`config.mk`:
```
export PLATFORM = sky130hd
export DESIGN_NAME = burst_gate_n
export DESIGN_NICKNAME = d
export VERILOG_FILES = /design/src/rtl/burst_gate_n.sv
export SDC_FILE = /design/constraint.sdc
export NUM_CORES = 1
export LEC_CHECK = 0
export BUFFER_PORTS_ARGS = -buffer_cell sky130_fd_sc_hd__buf_2
export CORE_MARGIN = 4
export CORE_UTILIZATION = 56
export CTS_BUF_LIST = sky130_fd_sc_hd__clkbuf_8 sky130_fd_sc_hd__clkbuf_16
export CTS_CLUSTER_SIZE = 10
export DETAILED_ROUTE_END_ITERATION = 8
export PLACE_DENSITY = 0.9
export SLEW_MARGIN = 0
export SYNTH_ARGS = -nofsm -noshare
export SYNTH_HDL_FRONTEND = slang
export SYNTH_SLANG_ARGS = --single-unit
export TNS_END_PERCENT = 10
```
`constraint.sdc`:
```
create_clock -name CLK -period 5.4 [get_ports CLK]
set_input_delay 0.54 -clock CLK [delete_from_list [all_inputs] [get_ports CLK]]
set_output_delay 0.54 -clock CLK [all_outputs]
set_load 0.1 [all_outputs]
```
`src/rtl/burst_gate_n.sv`:
```
`default_nettype none
// ------------------------------------------------------------------------
//  burst_gate_n : multi-channel hysteretic burst gate for stochastic
//                 bitstreams with dwell guard and saturating switch count
//  Revision     : 1.0
// ------------------------------------------------------------------------
module burst_gate_n #(
   parameter int NCH       = 4,
   parameter int MEMSIZE   = 2,
   parameter int SET_TH    = MEMSIZE + 1,
   parameter int CLR_TH    = 0,
   parameter int MIN_DWELL = 0,
   parameter int CNTW      = 8
) (
   input  logic                CLK,
   input  logic                INIT,
   input  logic                EN,
   input  logic [NCH-1:0]      IN,
   output logic [NCH-1:0]      OUT,
   output logic [NCH-1:0]      TOGGLE,
   output logic [NCH*CNTW-1:0] SWCNT
);

   localparam int CW = $clog2(MEMSIZE + 2);
   localparam int DW = (MIN_DWELL > 0) ? $clog2(MIN_DWELL + 1) : 1;

   generate
      if (NCH < 1 || MEMSIZE < 1 || CNTW < 1 || MIN_DWELL < 0 || CLR_TH < 0 ||
          SET_TH <= CLR_TH || SET_TH > MEMSIZE + 1) begin : g_bad_params
         $error("burst_gate_n: illegal parameter combination");
      end
   endgenerate

   for (genvar gi = 0; gi < NCH; gi++) begin : g_ch
      logic [MEMSIZE-1:0] r_mem;
      logic               r_mode;
      logic               r_tog;
      logic [CNTW-1:0]    r_cnt;
      logic [MEMSIZE:0]   w_win;
      logic [CW-1:0]      w_pop;
      logic               w_set;
      logic               w_clr;
      logic               w_ok;
      logic               w_sw;

      assign w_win = {r_mem, IN[gi]};

      always_comb begin
         w_pop = '0;
         for (int k = 0; k <= MEMSIZE; k++) begin
            w_pop = w_pop + CW'(w_win[k]);
         end
      end

      // The input bit itself must oppose the mode, so a matching bit never flips it.
      assign w_set = !r_mode &&  IN[gi] && (w_pop >= CW'(SET_TH));
      assign w_clr =  r_mode && !IN[gi] && (w_pop <= CW'(CLR_TH));
      assign w_sw  = (w_set || w_clr) && w_ok;

      if (MIN_DWELL == 0) begin : g_nodwell
         assign w_ok = 1'b1;
      end else begin : g_dwell
         logic [DW-1:0] r_dwell;

         always_ff @(posedge CLK) begin
            if (INIT) begin
               r_dwell <= '0;
            end else if (EN) begin
               if (w_sw) begin
                  r_dwell <= '0;
               end else if (r_dwell != DW'(MIN_DWELL)) begin
                  r_dwell <= r_dwell + DW'(1);
               end
            end
         end

         assign w_ok = (r_dwell == DW'(MIN_DWELL));
      end

      always_ff @(posedge CLK) begin
         if (INIT) begin
            r_mode <= 1'b0;
            r_mem  <= '0;
            r_tog  <= 1'b0;
            r_cnt  <= '0;
         end else if (EN) begin
            r_mem <= w_win[MEMSIZE-1:0];
            r_tog <= w_sw;
            if (w_sw) begin
               r_mode <= ~r_mode;
               if (r_cnt != {CNTW{1'b1}}) begin
                  r_cnt <= r_cnt + CNTW'(1);
               end
            end
         end else begin
            r_tog <= 1'b0;
         end
      end

      assign OUT[gi]                 = r_mode;
      assign TOGGLE[gi]              = r_tog;
      assign SWCNT[gi*CNTW +: CNTW]  = r_cnt;
   end

endmodule
`default_nettype wire

```
==> impl_metrics.yaml <==
outcome:
  run_status: "complete, no violations"
place:
  hpwlAfterDp_um: 3330
  place_congestion: 0.771
  dp_slack_ns: 2.62
  dpl_cell_area_um2: 2590
  port-buffer-count: 46
setup_path:
  critical_path_required_ns: 5.63
  crit_slowest_cell: "sky130_fd_sc_hd__or4_1"
  cells_along_the_critical_path: "buf_2, fa_1, nor4b_1, o21ai_1, or4_1, a21oi_1"
  worst_ep_arrival_time_ns: 2.69
  timing.setup.critical_path_class: "primary input to flop"
  critPathBufInv: 1
  cp_top_family: "simple AND/OR/NAND/NOR gates"
  timing.critical_path.to_type: "flop"
  timing.critical_path.from_type: "primary input"
  timing.critical_path.fanout_max: 15
  timing.critical_path.slowest_cell_delay_ns: 0.59
synthesis:
  mappedNetlistArea_um2: 2390
  synthesis.instances: 264
  ys_seq_area_share_pct: 40.1
  yosys.area_share.adder_pct: 5.43
  muxShareOfSynthArea_pct: 5.54
  synth_top_family_by_area: "simple AND/OR/NAND/NOR gates"
  synth_flop_cell: "sky130_fd_sc_hd__dfxtp_1"
  ys_ff_latch: 48
  synth-xor-area-share_pct: 1.10
  synth_cell_types: 45
  syn-num-nets: 279
  share_of_synthesized_registers_carrying_an_async_set_or_reset_pct: 0
  synth.avg_cell_area_um2: 9.07
  synth.yosys.warnings: 0
  synth-compound-area-share_pct: 17.0
  synthSimpleGateAreaFrac_pct: 25.8
  synth_enable_flop_cells: 0
die:
  ioPinCount: 47
  dieArea_um2: 5390
  floorplan.die.width_um: 73.4
  dieHeight_um: 73.4
  core.rowCount: 23
  initial_core_utilization_pct: 59.0
  core_area_um2: 4060
final_layout:
  areaGrowthSynthToFinish_pct: 12.1
  final_cell_area_um2: 2690
  mostFrequentLayoutCells: "48 x sky130_fd_sc_hd__dfxtp_1, 46 x sky130_fd_sc_hd__buf_2, 29 x sky130_fd_sc_hd__nor2_1"
  layout_commonest_cell: "sky130_fd_sc_hd__dfxtp_1"
  post_route_cells_drive_above_1_share_pct: 22.3
  insertedDiodeCount: 0
  final_nets: 315
pwr:
  power.static_leakage_nw: 1.05
  max-vdd-ir-drop_v: 0.000175
  pwr_dens_nw_per_um2: 236
clock_tree:
  ctsRootBufferMaster: "sky130_fd_sc_hd__clkbuf_8"
  holdBufCountCts: 0
  cts-buffers-inserted: 5
  post-cts-setup-buffer-count: 0
  cts.sinks: 48
  clock_tree.htree_level_count: 2
  tritoncts_clock_tree: "yes"
  worst_skew_pair.late_latency_ns: 0.30
  post_cts_resized: 0
  clock_path_buffers: 2
  clk_pin_slew_worst_paths_ns: 0.09
grt:
  pin_count_of_the_biggest_net_entering_global_routing: 54
  global_route.usage.total_pct: 19.1
  grt_pass1_vias: 1877
  initial_antenna_violation_count: 0
  global_route.overflow_total: 0
  grt_pass1_wl_um: 8250
routing:
  post-route-drc-count: 0
  wl_um: 4800
  route.vias.total: 2081
  routed_len_inst_um: 13.7
  first_pass_iters: 4
  antenna_violating_nets_post_route: 0
  initialDrtViolationCount: 113
  viasPerCell: 5.93
min_path:
  min-delay-path-class: "flop to flop"
timing:
  worst-slew-pin-transition_ns: 0.907
  drv_slew: 0
  finalHoldWorstSlack_ns: 0.499
  timing.slew.headroom_pct: 39.5
  post-route-worst-setup-slack_ns: 2.93
  max_clock_freq_mhz: 405
  rsz0062_at_grt: "no"
  timing.final.crit_share_pct: 45.7
  min_period_ns: 2.47
  report.final.setup_viol: 0
  totalNegativeSetupSlack_ns: 0
  hold_viol_final: 0
  clock-skew-final_ns: 0.00619
run:
  cap_viol_max_count: 0
==> area by class of cell <==
cell class | instances | area [um^2]
multi-input cells | 192 | 1310
well taps | 50 | 62.6
clock inverters | 2 | 10.0
repair buffers | 46 | 230
flip-flops and latches | 48 | 961
fillers | 359 | 1370
clock buffers | 6 | 82.6
inverters | 7 | 26.3
==> synthesized netlist by cell type, drive strengths merged, types with 3 or more instances <==
cell	instances	area [um^2]
and4b	5	51.3
nor4b	4	62.6
nor2	29	109
o31ai	10	75.1
a311oi	3	26.3
nand2	11	41.3
nand3	11	55.1
nor3	7	35.0
or4	10	76.3
and4	4	35.0
ha	4	50.1
clkbuf	5	18.8
nand2b	4	25.0
o21a	4	30.0
dfxtp	48	961
inv	7	26.3
buf	12	76.3
mux2i	11	110
or3	8	50.1
o21ai	14	73.8
a21oi	23	115
nand4	5	31.3
fa	4	80.1
==> final timing paths <==
| check | start | endpoint | slack, ns | cells after the start |
|---|---|---|---|---|
| worst max-delay path | IN[0] | g_ch[0].r_cnt[4]$_SDFFE_PP0P_ | 2.93 | 6 |
| worst min-delay path | g_ch[0].r_mode$_SDFFE_PP0P_ | g_ch[0].r_mode$_SDFFE_PP0P_ | 0.50 | 2 |
| worst max register to register | g_ch[0].r_mem[0]$_SDFFE_PP0P_ | g_ch[0].r_cnt[4]$_SDFFE_PP0P_ | 2.97 | 5 |
| worst min register to register | g_ch[0].r_mode$_SDFFE_PP0P_ | g_ch[0].r_mode$_SDFFE_PP0P_ | 0.50 | 2 |
==> per-layer routing <==
| layer | wire length, um | share of wire, % | GRT usage (%) |
|---|---|---|---|
| met1 | 2220 | 46 | 24.5 |
| met5 | 0 | 0 | 0 |
| met4 | 38 | 0.79 | 6.04 |
| met3 | 247 | 5.1 | 4.51 |
| met2 | 2290 | 48 | 31.7 |
==> kinds of logic (layout without fill, tap and decap cells) <==
| kind of cell | Yosys count | in the layout |
|---|---|---|
| DFF | 48 | 48 |
| muxes | 13 | 13 |
| buffers and inverters | 24 | 61 |
| and+or+nand+nor | 105 | 105 |
| AOI/OAI and AO/OA | 63 | 63 |
| adders and majority gates | 8 | 8 |
| xor gates and xnor gates | 3 | 3 |
==> tightest hold or removal path, stage by stage, from the launching register on <==
cell                      delay (ns)
sky130_fd_sc_hd__dfxtp_1        0.34
sky130_fd_sc_hd__nand2_1        0.06
sky130_fd_sc_hd__a21oi_1        0.05
==> registers in the layout, summed over array words and instances (netlist names) <==
| register | flops |
|---|---|
| g_ch.r_tog | 4 |
| g_ch.r_cnt | 32 |
| g_ch.r_mem | 8 |
| g_ch.r_mode | 4 |
==> power by group <==
part	switching, mW	internal (mW)
Combinational	0.0353	0.0154
Sequential	0.00414	0.358
Clock	0.118	0.102
==> per-stage QoR <==
stage / cells / util (%) / power (mW)
3_5_place_dp: 343 / 63.9 / 0.421
5_1_grt: 351 / 66.2 / 0.658
2_1_floorplan: 264 / - / 0.410
6_report: 351 / 66.2 / 0.633
4_1_cts: 351 / 66.2 / 0.640
3_3_place_gp: 343 / 63.9 / 0.418
Power figures use the tool's default switching activity.
